## src/rtl/ttt_pkg.sv

```systemverilog
`default_nettype none
// ============================================================================
//  Module   : ttt_pkg
//  Purpose  : Shared types and constants for the tic-tac-toe game-state stage:
//             FSM state encoding, winner codes and the eight winning-line masks.
//  Config   : TTT_SCORE_EN (used by ttt_board_ctrl) enables score counters.
//  Revision : 1.0 - initial release
// ============================================================================
package ttt_pkg;

  localparam int NUM_SQUARES = 9;

  typedef enum logic [1:0] {
    PLAY  = 2'd0,
    CHECK = 2'd1,
    WIN   = 2'd2,
    DRAW  = 2'd3
  } state_t;

  localparam logic [1:0] WIN_NONE = 2'b00;
  localparam logic [1:0] WIN_X    = 2'b01;
  localparam logic [1:0] WIN_O    = 2'b10;
  localparam logic [1:0] WIN_DRAW = 2'b11;

  // Square bit 0 is top-left, row-major. Index order: rows 0-2, cols 3-5,
  // main diagonal 6, anti-diagonal 7.
  localparam logic [NUM_SQUARES-1:0] WIN_LINES [0:7] = '{
    9'h007, 9'h038, 9'h1C0,
    9'h049, 9'h092, 9'h124,
    9'h111, 9'h054
  };

endpackage
`default_nettype wire

```

## src/rtl/ttt_win_detect.sv

```systemverilog
`default_nettype none
// ============================================================================
//  Module   : ttt_win_detect
//  Purpose  : Combinational line checker. Flags every winning line fully
//             covered by one player's board.
//  Revision : 1.0 - initial release
// ============================================================================
module ttt_win_detect
  import ttt_pkg::*;
(
  input  logic [NUM_SQUARES-1:0] board,
  output logic [7:0]             line_hit
);

  // One comparator per line: a line is hit when all three of its squares are owned
  for (genvar i = 0; i < 8; i++) begin : g_line
    assign line_hit[i] = ((board & WIN_LINES[i]) == WIN_LINES[i]);
  end

endmodule
`default_nettype wire

```

## src/rtl/ttt_board_ctrl.sv

```systemverilog
`default_nettype none
// ============================================================================
//  Module   : ttt_board_ctrl
//  Purpose  : Tic-tac-toe game state. Converts the held one-hot square vector
//             into single move events, keeps the X/O board, alternates turns
//             and reports win/draw status.
//  Config   : define TTT_SCORE_EN to build saturating per-player win counters;
//             otherwise score_x/score_o are tied to zero.
//  Revision : 1.0 - initial release
// ============================================================================
module ttt_board_ctrl
  import ttt_pkg::*;
#(
  parameter bit FIRST_PLAYER = 1'b0,
  parameter int SCORE_W      = 4
) (
  input  logic                   clk,
  input  logic                   reset_n,
  input  logic [NUM_SQUARES-1:0] clicked_matrix,
  input  logic                   new_game,
  output logic [NUM_SQUARES-1:0] board_x,
  output logic [NUM_SQUARES-1:0] board_o,
  output logic                   turn,
  output logic                   game_over,
  output logic [1:0]             winner,
  output logic [7:0]             win_line,
  output logic                   move_ok,
  output logic                   move_rej,
  output logic [SCORE_W-1:0]     score_x,
  output logic [SCORE_W-1:0]     score_o
);

  state_t                 r_state, w_state_nxt;
  logic [NUM_SQUARES-1:0] r_board_x, r_board_o, w_board_x_nxt, w_board_o_nxt;
  logic                   r_turn, w_turn_nxt;
  logic [1:0]             r_winner, w_winner_nxt;
  logic [7:0]             r_win_line, w_win_line_nxt;
  logic                   r_game_over, w_game_over_nxt;
  logic                   r_move_ok, w_move_ok_nxt;
  logic                   r_move_rej, w_move_rej_nxt;
  logic                   r_prev_any;

  logic                   w_any, w_evt;
  logic [NUM_SQUARES-1:0] w_sel, w_occ, w_mover_board;
  logic [7:0]             w_hit;

  // Rising edge of "any square pressed" gives one event per press; the
  // lowest set bit wins if the decoder ever reports more than one square.
  assign w_any         = |clicked_matrix;
  assign w_evt         = w_any & ~r_prev_any;
  assign w_sel         = clicked_matrix & (~clicked_matrix + 9'd1);
  assign w_occ         = r_board_x | r_board_o;
  // In CHECK the board already holds the new move and turn still names the mover
  assign w_mover_board = r_turn ? r_board_o : r_board_x;

  ttt_win_detect u_win_detect (
    .board    (w_mover_board),
    .line_hit (w_hit)
  );

  // State and game registers
  always_ff @(posedge clk or negedge reset_n) begin
    if (!reset_n) begin
      r_state     <= PLAY;
      r_board_x   <= '0;
      r_board_o   <= '0;
      r_turn      <= FIRST_PLAYER;
      r_winner    <= WIN_NONE;
      r_win_line  <= '0;
      r_game_over <= 1'b0;
      r_move_ok   <= 1'b0;
      r_move_rej  <= 1'b0;
      r_prev_any  <= 1'b0;
    end else begin
      r_state     <= w_state_nxt;
      r_board_x   <= w_board_x_nxt;
      r_board_o   <= w_board_o_nxt;
      r_turn      <= w_turn_nxt;
      r_winner    <= w_winner_nxt;
      r_win_line  <= w_win_line_nxt;
      r_game_over <= w_game_over_nxt;
      r_move_ok   <= w_move_ok_nxt;
      r_move_rej  <= w_move_rej_nxt;
      r_prev_any  <= w_any;
    end
  end

  // Next-state and next-board logic; new_game overrides any same-cycle click
  always_comb begin
    w_state_nxt     = r_state;
    w_board_x_nxt   = r_board_x;
    w_board_o_nxt   = r_board_o;
    w_turn_nxt      = r_turn;
    w_winner_nxt    = r_winner;
    w_win_line_nxt  = r_win_line;
    w_game_over_nxt = r_game_over;
    w_move_ok_nxt   = 1'b0;
    w_move_rej_nxt  = 1'b0;
    if (new_game) begin
      w_state_nxt     = PLAY;
      w_board_x_nxt   = '0;
      w_board_o_nxt   = '0;
      w_turn_nxt      = FIRST_PLAYER;
      w_winner_nxt    = WIN_NONE;
      w_win_line_nxt  = '0;
      w_game_over_nxt = 1'b0;
    end else begin
      case (r_state)
        PLAY: begin
          if (w_evt) begin
            if ((w_sel & w_occ) != '0) begin
              w_move_rej_nxt = 1'b1;
            end else begin
              if (r_turn) w_board_o_nxt = r_board_o | w_sel;
              else        w_board_x_nxt = r_board_x | w_sel;
              w_move_ok_nxt = 1'b1;
              w_state_nxt   = CHECK;
            end
          end
        end
        CHECK: begin
          w_move_rej_nxt = w_evt;
          if (|w_hit) begin
            w_state_nxt     = WIN;
            w_winner_nxt    = r_turn ? WIN_O : WIN_X;
            w_win_line_nxt  = w_hit;
            w_game_over_nxt = 1'b1;
          end else if (&w_occ) begin
            w_state_nxt     = DRAW;
            w_winner_nxt    = WIN_DRAW;
            w_game_over_nxt = 1'b1;
          end else begin
            w_state_nxt = PLAY;
            w_turn_nxt  = ~r_turn;
          end
        end
        default: begin
          w_move_rej_nxt = w_evt;
        end
      endcase
    end
  end

  assign board_x   = r_board_x;
  assign board_o   = r_board_o;
  assign turn      = r_turn;
  assign game_over = r_game_over;
  assign winner    = r_winner;
  assign win_line  = r_win_line;
  assign move_ok   = r_move_ok;
  assign move_rej  = r_move_rej;

`ifdef TTT_SCORE_EN
  logic [SCORE_W-1:0] r_score_x, r_score_o;
  logic               w_win_evt;

  assign w_win_evt = (r_state == CHECK) && !new_game && (|w_hit);

  // Credit each won game to its winner, holding at the maximum count
  always_ff @(posedge clk or negedge reset_n) begin
    if (!reset_n) begin
      r_score_x <= '0;
      r_score_o <= '0;
    end else if (w_win_evt) begin
      if (r_turn) begin
        if (r_score_o != '1) r_score_o <= r_score_o + SCORE_W'(1);
      end else begin
        if (r_score_x != '1) r_score_x <= r_score_x + SCORE_W'(1);
      end
    end
  end

  assign score_x = r_score_x;
  assign score_o = r_score_o;
`else
  assign score_x = '0;
  assign score_o = '0;
`endif

endmodule
`default_nettype wire
```

## config.mk

```make
export PLATFORM = sky130hd
export DESIGN_NAME = ttt_board_ctrl
export DESIGN_NICKNAME = d
export VERILOG_FILES = /design/src/rtl/ttt_pkg.sv /design/src/rtl/ttt_win_detect.sv /design/src/rtl/ttt_board_ctrl.sv
export SDC_FILE = /design/constraint.sdc
export NUM_CORES = 1
export LEC_CHECK = 0
export CAP_MARGIN = 20
export CORE_MARGIN = 10
export CORE_UTILIZATION = 60
export CTS_CLUSTER_SIZE = 28
export DETAILED_ROUTE_END_ITERATION = 16
export DONT_BUFFER_PORTS = 1
export GPL_ROUTABILITY_DRIVEN = 1
export PLACE_DENSITY_LB_ADDON = 0.1
export SLEW_MARGIN = 20
export SYNTH_ARGS = -nofsm -noshare
export SYNTH_HDL_FRONTEND = slang
export SYNTH_SLANG_ARGS = --single-unit
```

## constraint.sdc

```tcl
create_clock -name clk -period 3.25 [get_ports clk]
set_clock_uncertainty 0.2 [all_clocks]
set_input_delay 0.65 -clock clk [delete_from_list [all_inputs] [get_ports clk]]
set_output_delay 0.65 -clock clk [all_outputs]
set_load 0.005 [all_outputs]
```

### Word level (Yosys, flattened, before mapping)

Cells that the tools add are included.

* input port bits: 12
* flip-flop bits (word level): 35
* logic and storage cells: 94

* reduce and logical (&&, ||, !) cells: 18
* bitwise operators: 9
* multiplexer cells: 41
* $add $sub $neg: 1
* eq/ne operators: 15

Operators by type and width (number)
* 9-bit 2-to-1 mux: 11
* 9-bit OR: 3
* 3-bit equality test, second input constant: 8
* 8-bit 2-to-1 mux: 3
* 2-bit 2-to-1 mux: 10
* 9-bit AND: 2
* 1-bit 2-to-1 mux: 16
* 2-bit nonzero test: 5
* 9-bit by 1-bit adder with 9-bit output, second input constant: 1
* 9-bit NOT: 1
* 9-bit AND reduction: 1
* 9-bit nonzero test: 1
* 9-bit OR reduction: 1
* 2-bit inequality test, second input constant: 4
* 4-bit AND reduction: 2
* 8-bit OR reduction: 1
* 3-bit inequality test, second input constant: 2
* 3-bit AND reduction: 2
* 3-bit nonzero test: 2
* 2-bit one-hot mux with 2 select lines: 1
* 2-bit AND reduction: 2
* 2-bit by 1-bit equality test with 1-bit output, second input constant: 1
* 2-bit logical NOT: 1
* 1-bit NOT: 2
* 1-bit AND: 1

### Depth between registers and ports, before layout

Gate-level depths: netlist of run 1.

* word-level depth: 9
* mapped depth: 7
* depth with buffers taken out: 5

### Cells and area by module

From an unflattened synthesis of run 1, not the netlist that was laid out.

* cells, all modules: 203
* area, all modules: 1850.5 um^2

Modules (own cells, without submodules)
* ttt_board_ctrl: times used 1, area an instance 1800.5 um^2, cells each 195
* ttt_win_detect: times used 1, area an instance 50.0 um^2, cells each 8

### Worst setup path after synthesis of run 1

No wires, ideal clock.

* path kind: input to register
* from: in clicked_matrix[4]
* to: reg r_board_x[4], in the netlist board_x[4]
* required time: 2907 ps
* arrival: 1936 ps
* stages on the path: 6
* setup slack: 971 ps
* path through: or4_4 nor3b_1 a22oi_1 nand3_2 buf_4 o32ai_1

* word-level cells in the longest chain between the ends: 9
* elaborated cells on any way between the ends: 16

Ends and longest elaborated chain
* start, declared: RTL line ttt_board_ctrl.sv:19 `input logic [NUM_SQUARES-1:0] clicked_matrix,`
* 9-bit NOT: RTL line ttt_board_ctrl.sv:51 `assign w_sel = clicked_matrix & (~clicked_matrix + 9'd1);`
* 9-bit by 1-bit adder with 9-bit output: RTL line ttt_board_ctrl.sv:51
* 9-bit AND: RTL line ttt_board_ctrl.sv:51
* 9-bit OR: RTL line ttt_board_ctrl.sv:115 `else w_board_x_nxt = r_board_x | w_sel;`
* 9-bit 2-to-1 mux: RTL line ttt_board_ctrl.sv:114 `if (r_turn) w_board_o_nxt = r_board_o | w_sel;`
* 9-bit 2-to-1 mux: RTL line ttt_board_ctrl.sv:111 `if ((w_sel & w_occ) != '0) begin`
* 9-bit 2-to-1 mux: RTL line ttt_board_ctrl.sv:110 `if (w_evt) begin`
* 9-bit 2-to-1 mux: RTL line ttt_board_ctrl.sv:108 `case (r_state)`
* 9-bit 2-to-1 mux: RTL line ttt_board_ctrl.sv:99 `if (new_game) begin`
* end signal, assigned: RTL line ttt_board_ctrl.sv:76 `r_board_x <= w_board_x_nxt;`
* end, declared: RTL line ttt_board_ctrl.sv:34 `logic [NUM_SQUARES-1:0] r_board_x, r_board_o, w_board_x_nxt, w_board_o_nxt;`

Several ways; a longest one is shown, not always the timed one. The select of a mux whose other input is x is not followed.
A chain may end at the register's enable or synchronous reset.

### Worst setup path in the final report of run 1

* from: reg r_turn, in the netlist turn
* to: reg r_turn, in the netlist turn

* word-level cells in the longest chain between the ends: 5
* elaborated cells on any way between the ends: 17

Ends and longest elaborated chain
* start, declared: RTL line ttt_board_ctrl.sv:35 `logic r_turn, w_turn_nxt;`
* start signal, assigned: RTL line ttt_board_ctrl.sv:78 `r_turn <= w_turn_nxt;`
* 9-bit 2-to-1 mux / 1-bit NOT (equally long branches): RTL line ttt_board_ctrl.sv:54, ttt_board_ctrl.sv:134
* 3-bit equality test / 1-bit 2-to-1 mux (equally long branches): RTL line ttt_win_detect.sv:17, ttt_board_ctrl.sv:128
* 8-bit OR reduction / 1-bit 2-to-1 mux (equally long branches): RTL line ttt_board_ctrl.sv:123 `if (|w_hit) begin`
* 2-bit inequality test (no line) / 1-bit 2-to-1 mux (equally long branches)
* 3-bit AND reduction (no line) / 1-bit 2-to-1 mux (equally long branches)

Several ways; a longest one is shown, not always the timed one. The select of a mux whose other input is x is not followed.

==> impl_summary.log, run 1 <==
[metrics] wire length after detailed routing: about 5.2 mm
[metrics] CTS Hold Bufs: 2
[metrics] number of global-route vias before repair: 1,733
[metrics] HPWL after detailed placement: between 3 and 4 mm
[metrics] pin count of the biggest net entering global routing: 36
[metrics] clock sinks: 35
[metrics] worst setup path startpoint: turn$_DFFE_PN0P_
[metrics] drc violations: 0
[metrics] switching share of total power: 23.2%
[metrics] setup tns final: 0 ps
[metrics] fraction of registers with async set or reset after synthesis: 100%
[metrics] Worst VDD drop: 175 uV
[metrics] sw power: 0.159 mW
[metrics] minimum setup slack among reg-to-reg paths: 650 ps
[metrics] number of design-rule violations left by the first detailed-router iteration: 167
[metrics] Reg-to-Reg End: turn$_DFFE_PN0P_
[metrics] final count of negative-setup-slack endpoints: 0
[metrics] Resized cells post-CTS: 0
[metrics] reg2reg path depth: 6
[metrics] share of total power in sequential cells: a little under two thirds
[metrics] initial standard-cell utilization of the core: 61.4%
[metrics] count of flip-flops with a built-in enable after synthesis: 0
[metrics] number of port buffers: 0
[metrics] CP Data Required Time: ~3300 ps
[metrics] Final min period: 2600 ps
[metrics] main flop type after synthesis: dfrtp_1
[metrics] final global-route overflow total: 0
[metrics] Worst Path Class, Setup: flip-flop to flip-flop
[metrics] Pins Over Slew Limit: 0
[metrics] count of mapped cells out of synthesis: 220
[metrics] average vias per placed instance: about 6.6
[metrics] sequential share of the synthesized area: between 40% and 50%
[metrics] worst-path cell with the longest stage delay: dfrtp_1
[metrics] post-CTS setup-driven buffer insertion count: 0
[metrics] wire length of the first global-routing pass: 8.85 mm
[metrics] pin slew with the least headroom to its limit: 828 ps
[metrics] count of buffering cells on the critical path with inverters included: 1
[metrics] GP Congestion: 0.884
[metrics] wire length per cell after detailed routing: 19.7 um
[metrics] combinational fraction of design power: 3.5%
[metrics] power per standard cell area: 329 nW/um^2
[metrics] relative slew slack: roughly 44%
[metrics] count of inserted antenna diode cells: 0
[metrics] count of standard-cell rows: 21
[metrics] family with the most delay on the worst path: simple AND/OR/NAND/NOR gates
[metrics] Setup crit start kind: flip-flop
[metrics] P_leak: 0.828 nW
[metrics] total of flip-flops plus latches after synthesis: 35
[metrics] syn_area_per_cell: 9.24 um^2
[metrics] number of top-level design ports: 52
[metrics] Clock Pin Slew Worst Setup and Hold Paths: ~100 ps
[metrics] die footprint: 6110 um^2
[metrics] DRT Pass-1 Iters: 4
[metrics] Die Wd: approximately 78 um
[metrics] worst slack at placement: 642 ps
[metrics] total global routing track utilization: roughly 17%
[metrics] antenna violations before repair: 0
[metrics] unrepaired setup endpoints after global routing: false
[metrics] min-delay src: new_game
[metrics] setup slack after layout: 645 ps
[metrics] CP arrival: 2640 ps
[metrics] die height: 78.2 um
[metrics] total via count after detailed routing: 1,743
[metrics] buffer type at the clock tree root: clkbuf_4
[metrics] series of cell instances along the critical path: buf_4 -> nand3b_1 -> a41oi_1 -> or2_2 -> nor4_2 -> mux2_1
[metrics] core box area: 3310 um^2
[metrics] summed instance area of the synthesized netlist: 2030 um^2
[metrics] class of the tightest hold or removal check: input pin to flip-flop
[metrics] TritonCTS clock tree: done
[metrics] CP max FO: 16
[metrics] Fmax achieved: about 380 MHz
[metrics] H-tree depth reported by CTS: 2
[metrics] largest stage delay on the critical path: ~670 ps
[metrics] Clock Power Share: ~33%
[metrics] Pint: 0.527 mW
[metrics] buffer levels on the longest clock path: 2
[metrics] area growth from synthesis to layout: 2.52%
[metrics] antenna-violating nets left: 0
[metrics] number of buffers added by the clock tree synthesis step: 5
[metrics] number of unique standard cell types used by synthesis: 51
[metrics] share of the cycle needed by the critical path after routing: 80.2%
[metrics] number of synthesis warnings: 0
[metrics] final hold viol count: 0
[metrics] insertion delay to the later sink of the worst-skew pair: 340 ps
[metrics] Max-Cap Viols: 0
[metrics] number of stages on the worst setup path: 6
[metrics] worst r2r src: turn$_DFFE_PN0P_
[metrics] endpoint of the worst setup timing path: turn$_DFFE_PN0P_
[metrics] layout cell share with drive strength beyond 1: a little over a tenth
[metrics] type of destination of the critical path: flip-flop
[metrics] result of the run: finished clean
[metrics] fin nets: 231
-- metrics by stage --
step | std cells | hold slack [ps] | util [%] | total power [mW] | area [um^2]
floorplan | 227 | 154 | - | 0.466 | 2060
global placement | 256 | 156 | 60.5 | 0.455 | 2000
detailed placement | 256 | 156 | 60.5 | 0.455 | 2000
CTS | 266 | 147 | 62.9 | 0.692 | 2080
global route | 266 | 137 | 62.9 | 0.708 | 2080
finish | 266 | 159 | 62.9 | 0.686 | 2080
-- metal layers --
layer	part of all wire, %	track usage, %	up-vias
met5	0	0	-
met4	1.5	5.56	0
met3	12	8.09	11
met2	50	28.9	81
met1	37	19.2	846
li1	-	-	805
-- power groups by stage --
stage	Combinational, mW	Sequential, mW	Clock (mW)
2_1_floorplan	0.0222	0.444	0
3_3_place_gp	0.0109	0.444	0
3_5_place_dp	0.0113	0.444	0
4_1_cts	0.0238	0.435	0.233
5_1_grt	0.0275	0.436	0.245
6_report	0.0238	0.435	0.227
-- cells in the final DEF (no fill, tap or decap), drive strengths merged --
master       synthesis  routed
dfrtp               35      35
nor2                22      22
inv                 21      21
o22ai               14      14
nand2               14      14
nand4               13      13
nand3               11      11
a32oi                8       8
conb                 1       8
clkbuf               6       7
o41ai                6       6
o21ai                6       6
nand3b               5       5
nand2b               5       5
o32ai                3       3
or4                  3       3
nor3                 3       3
or2                  3       3
nor4                 3       3
nor2b                2       2
o211ai               2       2
mux2i                2       2
a41oi                2       2
a221oi               2       2
a21oi                2       2
a22oi                2       2
or2b                 2       2
o31ai                2       2
buf                 12       2
a21boi               1       1
o21a                 1       1
a2111oi              1       1
o2111a               1       1
nor3b                1       1
and2                 1       1
a31oi                1       1
mux2                 1       1
clkinv               0       1
dlygate4sd3          0       1
-- state kept, by name, indices dropped and copies added (netlist names) --
| signal | count |
|---|---|
| r_prev_any | 1 |
| win_line | 8 |
| board_x | 9 |
| game_over | 1 |
| board_o | 9 |
| move_rej | 1 |
| r_state | 2 |
| winner | 2 |
| move_ok | 1 |
| turn | 1 |
-- how the worst min path moves through the flow --
stage | endpoint | cells past startpoint
2_1_floorplan | board_o[0]$_DFFE_PN0P_ | 0
3_3_place_gp | game_over$_DFFE_PN0P_ | 0
3_5_place_dp | game_over$_DFFE_PN0P_ | 0
4_1_cts | game_over$_DFFE_PN0P_ | 1
5_1_grt | game_over$_DFFE_PN0P_ | 1
6_report | win_line[5]$_DFFE_PN0P_ | 1
-- cell families (layout without fill, tap and decap cells) --
| kind of cell | after synthesis | in the layout | share of synthesized area (%) |
|---|---|---|---|
| and+or+nand+nor | 88 | 88 | 24.6 |
| AOI/OAI and AO/OA | 54 | 54 | 20.8 |
| buffers and inverters | 39 | 32 | 9.79 |
| DFF | 35 | 35 | 43.1 |
| muxes | 3 | 3 | 1.54 |
| other | 1 | 8 | 0.185 |
-- final cells by class --
type	instances	area, um^2
Clock buffer	7	45.0
Clock inverter	1	5.00
Fill cell	301	1230
Inverter	21	78.8
Multi-Input combinational cell	153	983
Sequential cell	35	876
Tap cell	46	57.6
Timing Repair Buffer	3	37.5
-- synth_stat cells (3+ instances only) --
master | instances | area share [%]
dfrtp_1 | 35 | 43
nand4_1 | 13 | 4.0
nor2_1 | 22 | 4.1
a32oi_1 | 8 | 3.4
clkbuf_1 | 6 | 1.1
o22ai_1 | 14 | 4.3
inv_1 | 21 | 3.9
o41ai_1 | 5 | 2.2
nand2b_1 | 5 | 1.5
nand3b_1 | 5 | 1.8
buf_4 | 10 | 3.7
o32ai_1 | 3 | 1.3
nand3_1 | 10 | 2.5
nand2_1 | 13 | 2.4
No activity file was read; power rests on OpenSTA's default activity.
==> inputs of run 2 (changes only) <==
clock period = 2.7 ns   (was 3.25 ns; I/O delays follow)
==> impl_summary.log, run 2 (synthesized netlist as in run 1, its figures left out) <==
[metrics] total via count after detailed routing: 1,755 (was 1,743)
[metrics] power per standard cell area: 387 nW/um^2 (was 329 nW/um^2)
[metrics] pin count of the biggest net entering global routing: 36 (unchanged)
[metrics] class of the tightest hold or removal check: input pin to flip-flop (unchanged)
[metrics] post-route core utilization: 64.6% (was 62.9%)
[metrics] layout cell share with drive strength beyond 1: 13.7% (was 10.5%)
[metrics] wire length of the first global-routing pass: 9.05 mm (was 8.85 mm)
[metrics] Setup crit start kind: flip-flop (unchanged)
[metrics] Clock Pin Slew Worst Setup and Hold Paths: 100 ps (about the same)
[metrics] placed cell count: 263 (was 256)
[metrics] unrepaired setup endpoints after global routing: false (unchanged)
[metrics] clock sinks: 35 (unchanged)
[metrics] P_leak: 0.863 nW (was 0.828 nW)
[metrics] relative slew slack: 64.0% (was 44.2%)
[metrics] number of buffers added by the clock tree synthesis step: 5 (unchanged)
[metrics] die footprint: 6110 um^2 (unchanged)
[metrics] worst-path cell with the longest stage delay: dfrtp_2 (was dfrtp_1)
[metrics] wire length after detailed routing: 5.44 mm (was 5.24 mm)
[metrics] family with the most delay on the worst path: simple AND/OR/NAND/NOR gates (unchanged)
[metrics] HPWL after detailed placement: 4.04 mm (was 3.85 mm)
[metrics] setup tns final: 0 ps (unchanged)
[metrics] average vias per placed instance: 6.43 (was 6.55)
[metrics] series of cell instances along the critical path: buf_4 -> mux2i_1 -> a41oi_1 -> or2_2 -> nor4_2 -> mux2_1 (was buf_4 -> nand3b_1 -> a41oi_1 -> or2_2 -> nor4_2 -> mux2_1)
[metrics] pin slew with the least headroom to its limit: 539 ps (was 828 ps)
[metrics] number of cells in the finished layout apart from fillers: 273 (was 266)
[metrics] H-tree depth reported by CTS: 2 (unchanged)
[metrics] share of the cycle needed by the critical path after routing: 89.9% (was 80.2%)
[metrics] largest stage delay on the critical path: 580 ps (was 670 ps)
[metrics] CP arrival: 2460 ps (was 2640 ps)
[metrics] core box area: 3310 um^2 (unchanged)
[metrics] wire length per cell after detailed routing: 19.9 um (was 19.7 um)
[metrics] commonest non-fill, non-tap cell in the layout: dfrtp_1 (unchanged)
[metrics] Layout fillers: 298 (was 301)
[metrics] count of standard-cell rows: 21 (unchanged)
[metrics] setup slack after layout: 273 ps (was 645 ps)
[metrics] number of global-route vias before repair: 1,765 (was 1,733)
[metrics] buffer type at the clock tree root: clkbuf_4 (unchanged)
[metrics] number of top-level design ports: 52 (unchanged)
[metrics] antenna violations before repair: 0 (unchanged)
[metrics] drc violations: 0 (unchanged)
[metrics] die height: 78.2 um (unchanged)
[metrics] type of destination of the critical path: flip-flop (unchanged)
[metrics] Die Wd: 78.2 um (unchanged)
[metrics] worst slack at placement: 128 ps (was 642 ps)
[metrics] leading cell types in the layout, fill and taps excluded: dfrtp_1, nor2_1, inv_1 (unchanged)
[metrics] final count of negative-setup-slack endpoints: 0 (unchanged)
[metrics] count of buffering cells on the critical path with inverters included: 1 (unchanged)
[metrics] Max-Cap Viols: 0 (unchanged)
[metrics] CP max FO: 20 (was 16)
[metrics] CP Data Required Time: 2730 ps (was 3280 ps)
[metrics] Worst Path Class, Setup: flip-flop to flip-flop (unchanged)
[metrics] Fmax achieved: 412 MHz (was 384 MHz)
[metrics] count of inserted antenna diode cells: 0 (unchanged)
[metrics] antenna-violating nets left: 0 (unchanged)
[metrics] buffer levels on the longest clock path: 2 (unchanged)
[metrics] initial standard-cell utilization of the core: 61.4% (unchanged)
[metrics] result of the run: finished clean (unchanged)
[metrics] final hold viol count: 0 (unchanged)
[metrics] number of design-rule violations left by the first detailed-router iteration: 107 (was 167)
[metrics] fin nets: 238 (was 231)
[metrics] Worst VDD drop: 300 uV (was 175 uV)
[metrics] final global-route overflow total: 0 (unchanged)
[metrics] Final min period: 2430 ps (was 2600 ps)
[metrics] DRT Pass-1 Iters: 4 (unchanged)
[metrics] insertion delay to the later sink of the worst-skew pair: 350 ps (was 340 ps)
[metrics] area growth from synthesis to layout: 5.17% (was 2.52%)
[metrics] number of port buffers: 0 (unchanged)
[metrics] GP Congestion: 0.890 (was 0.884)
[metrics] TritonCTS clock tree: done (unchanged)
[metrics] Design Power: 0.826 mW (was 0.686 mW)
[metrics] total global routing track utilization: 18.2% (was 17.3%)
[metrics] Pins Over Slew Limit: 0 (unchanged)
## run 2: cell types whose count changed in the layout (fill, tap and decap cells not counted), sizes merged
| cell | change |
|---|---|
| buf | +7 |
## run 2: cell type report
cell class | instances | area, um^2 | area share [%]
multi-input cells | 153 | 983 | 46.0
flip-flops and latches | 35 | 877 | 41.0
inverters | 21 | 78.8 | 3.69
repair buffers | 10 | 90.1 | 4.22
clock buffers | 7 | 45.0 | 2.11
clock inverters | 1 | 5.00 | 0.234
well taps | 46 | 57.6 | 2.69
## run 2: power by group
group | internal, mW | total [mW] | switching, mW
clock | 0.101 | 0.274 | 0.172
sequential | 0.524 | 0.524 | 0.000174
combinational | 0.00906 | 0.0286 | 0.0195
total | 0.634 | 0.826 | 0.192
## run 2: final timing paths
kind	start	to	slack, ps	cells past startpoint
setup reg to reg	turn$_DFFE_PN0P_	turn$_DFFE_PN0P_	270	6
min in group asynchronous	reset_n	board_o[3]$_DFFE_PN0P_	440	2
setup / recovery	turn$_DFFE_PN0P_	turn$_DFFE_PN0P_	270	6
max in group asynchronous	reset_n	turn$_DFFE_PN0P_	1670	2
hold / removal	new_game	game_over$_DFFE_PN0P_	50	1
hold reg to reg	game_over$_DFFE_PN0P_	game_over$_DFFE_PN0P_	340	2
## run 2: what timing repair did
action                                  in CTS  in global routing
endpoints found under the setup margin       0                  1
hold buffers                                 2                  0
gates resized for setup                      0                  1
hold endpoints to repair                    35                  0
setup buffers                                0                  0
## run 2: metrics by stage
step,hold WS (ps),instance area (um^2)
final,51.2,2140
after global routing,23.7,2140
after CTS,42.1,2140
after detailed placement,45.5,2060
after global placement,45.6,2060
after floorplan,44.4,2060
## run 2: routing by layer
metal / track usage, % / wire, um / up-vias
met5: 0 / 0 / -
li1: - / - / 818
met4: 8.06 / 159 / 0
met3: 9.34 / 601 / 14
met1: 19.9 / 2040 / 846
met2: 29.2 / 2640 / 77
==> inputs of run 3 (changes only) <==
CORE_MARGIN = 3   (was 10)
SETUP_SLACK_MARGIN = 0.4   (was not set)
clock period = 2.78 ns   (was 2.7 ns; I/O delays follow)
==> impl_summary.log, run 3 (synthesized netlist as in run 1, its figures left out) <==
[metrics] result of the run: finished clean (unchanged)
[metrics] number of global-route vias before repair: 1,723 (was 1,765)
[metrics] core box area: 3150 um^2 (was 3310 um^2)
[metrics] P_leak: 0.893 nW (was 0.863 nW)
[metrics] count of standard-cell rows: 20 (was 21)
[metrics] GRT Max-Usage Layer: met2 (unchanged)
[metrics] series of cell instances along the critical path: buf_8 -> nand3b_1 -> a41oi_1 -> or2_2 -> nor4_4 -> mux2_4 (was buf_4 -> mux2i_1 -> a41oi_1 -> or2_2 -> nor4_2 -> mux2_1)
[metrics] met3 Resource Use GR: 9.84% (was 9.34%)
[metrics] end of the worst hold path: win_line[2]$_DFFE_PN0P_ (was game_over$_DFFE_PN0P_)
[metrics] worst slack at placement: 267 ps (was 128 ps)
[metrics] CP Data Required Time: 2820 ps (was 2730 ps)
[metrics] final global-route overflow total: 0 (unchanged)
[metrics] count of inserted antenna diode cells: 0 (unchanged)
[metrics] setup tns final: 0 ps (unchanged)
[metrics] minimum setup slack among reg-to-reg paths: 450 ps (was 270 ps)
[metrics] Worst VDD drop: 235 uV (was 300 uV)
[metrics] clock sinks: 35 (unchanged)
[metrics] layout cell share with drive strength beyond 1: 16.4% (was 13.7%)
[metrics] area growth from synthesis to layout: 7.70% (was 5.17%)
[metrics] share of the cycle needed by the critical path after routing: 83.7% (was 89.9%)
[metrics] total global routing track utilization: 27.5% (was 18.2%)
[metrics] wire length per cell after detailed routing: 20.4 um (was 19.9 um)
[metrics] Final min period: 2330 ps (was 2430 ps)
[metrics] number of port buffers: 0 (unchanged)
[metrics] number of design-rule violations left by the first detailed-router iteration: 165 (was 107)
[metrics] wire length after detailed routing: 5.48 mm (was 5.44 mm)
[metrics] placed cell count: 257 (was 263)
[metrics] reg2reg path depth: 6 (unchanged)
[metrics] number of top-level design ports: 52 (unchanged)
[metrics] CP max FO: 14 (was 20)
[metrics] class of the tightest hold or removal check: input pin to flip-flop (unchanged)
[metrics] average vias per placed instance: 6.78 (was 6.43)
[metrics] setup slack after layout: 453 ps (was 273 ps)
[metrics] number of cells in the finished layout apart from fillers: 269 (was 273)
[metrics] initial standard-cell utilization of the core: 64.4% (was 61.4%)
[metrics] worst-path cell with the longest stage delay: dfrtp_2 (unchanged)
[metrics] die height: 64.2 um (was 78.2 um)
[metrics] wire length of the first global-routing pass: 8.78 mm (was 9.05 mm)
[metrics] H-tree depth reported by CTS: 2 (unchanged)
[metrics] CP arrival: 2370 ps (was 2460 ps)
[metrics] Pins Over Slew Limit: 0 (unchanged)
[metrics] HPWL after detailed placement: 3.66 mm (was 4.04 mm)
[metrics] leading cell types in the layout, fill and taps excluded: dfrtp_1, nor2_1, inv_1 (unchanged)
[metrics] drc violations: 0 (unchanged)
[metrics] pin slew with the least headroom to its limit: 642 ps (was 539 ps)
[metrics] unrepaired setup endpoints after global routing: false (unchanged)
[metrics] buffer type at the clock tree root: clkbuf_4 (unchanged)
[metrics] total cell area at the placement stage: 2020 um^2 (was 2060 um^2)
[metrics] pin count of the biggest net entering global routing: 36 (unchanged)
[metrics] Worst Hold Depth: 1 (unchanged)
[metrics] buffer levels on the longest clock path: 2 (unchanged)
[metrics] min-delay src: new_game (unchanged)
[metrics] post-route core utilization: 69.4% (was 64.6%)
[metrics] final count of negative-setup-slack endpoints: 0 (unchanged)
[metrics] Reg-to-Reg End: turn$_DFFE_PN0P_ (unchanged)
[metrics] Setup crit start kind: flip-flop (unchanged)
[metrics] relative slew slack: 57.1% (was 64.0%)
[metrics] DRT Pass-1 Iters: 4 (unchanged)
[metrics] fin nets: 236 (was 238)
[metrics] largest stage delay on the critical path: 520 ps (was 580 ps)
[metrics] Design Power: 0.811 mW (was 0.826 mW)
[metrics] number of buffers added by the clock tree synthesis step: 5 (unchanged)
[metrics] worst hold margin: 55.3 ps (was 51.2 ps)
[metrics] Max-Cap Viols: 0 (unchanged)
[metrics] commonest non-fill, non-tap cell in the layout: dfrtp_1 (unchanged)
[metrics] post-route cell area: 2190 um^2 (was 2140 um^2)
[metrics] TritonCTS clock tree: done (unchanged)
[metrics] Global Route met2 Usage: 43.5% (was 29.2%)
[metrics] Layout fillers: 264 (was 298)
[metrics] Worst Path Class, Setup: flip-flop to flip-flop (unchanged)
[metrics] power per standard cell area: 370 nW/um^2 (was 387 nW/um^2)
[metrics] worst r2r src: turn$_DFFE_PN0P_ (unchanged)
[metrics] Fmax achieved: 430 MHz (was 412 MHz)
[metrics] total via count after detailed routing: 1,823 (was 1,755)
[metrics] insertion delay to the later sink of the worst-skew pair: 360 ps (was 350 ps)
[metrics] antenna violations before repair: 0 (unchanged)
[metrics] final hold viol count: 0 (unchanged)
[metrics] antenna-violating nets left: 0 (unchanged)
[metrics] type of destination of the critical path: flip-flop (unchanged)
[metrics] GP Congestion: 0.878 (was 0.890)
[metrics] GRT met1 Usage: 35.3% (was 19.9%)
[metrics] Die Wd: 64.2 um (was 78.2 um)
[metrics] Clock Pin Slew Worst Setup and Hold Paths: 110 ps (was 100 ps)
[metrics] die footprint: 4120 um^2 (was 6110 um^2)
==> run 3: cell types whose count changed in the layout (fill, tap and decap cells not counted), sizes merged <==
| cell | before | now |
|---|---|---|
| clkinv | 1 | 3 |
| clkbuf | 7 | 5 |
| nand3 | 11 | 12 |
| buf | 9 | 6 |
==> run 3: final cells by class <==
type / count / area [um^2] / share of cell area (%)
Multi-Input combinational cell: 154 / 1040 / 47.6
Sequential cell: 35 / 878 / 40.1
Timing Repair Buffer: 7 / 82.6 / 3.77
Inverter: 21 / 78.8 / 3.60
Tap cell: 44 / 55.1 / 2.52
Clock buffer: 5 / 37.5 / 1.72
Clock inverter: 3 / 15.0 / 0.686
==> run 3: where the power goes <==
| group | internal [mW] | switching [mW] | total [mW] |
|---|---|---|---|
| Combinational | 0.00904 | 0.0194 | 0.0285 |
| Sequential | 0.509 | 0.000191 | 0.509 |
| Clock | 0.0940 | 0.179 | 0.273 |
==> run 3: metal layers <==
metal / wire length, um / vias up
met5: 0 / -
met4: 85 / 0
met3: 534 / 14
met2: 2690 / 105
met1: 2170 / 885
li1: - / 819
==> run 3: worst max path at each step <==
stage                      startpoint                endpoint  slack, ps  cells past startpoint
CTS                  turn$_DFFE_PN0P_        turn$_DFFE_PN0P_        380                      6
floorplan           clicked_matrix[4]  board_x[4]$_DFFE_PN0P_        600                      6
detailed placement   turn$_DFFE_PN0P_        turn$_DFFE_PN0P_        270                      6
global placement     turn$_DFFE_PN0P_        turn$_DFFE_PN0P_        320                      6
finish               turn$_DFFE_PN0P_        turn$_DFFE_PN0P_        450                      6
global route         turn$_DFFE_PN0P_        turn$_DFFE_PN0P_        380                      6
==> run 3: what timing repair did <==
action | 4_1_cts | 5_1_grt
hold buffers | 2 | 0
resized for setup | 2 | 15
buffers inserted | 0 | 1
endpoints found under the setup margin | 9 | 12
gates cloned | 0 | 1
endpoints found under the hold margin | 35 | 0
pin swaps | 0 | 2
==> run 3: critical path, delay by kind of cell, from the launching register on <==
kind            cells  cell delay [ps]
simple gates        3              830
flops               1              520
mux                 1              320
buf+inv             1              180
compound gates      1              160
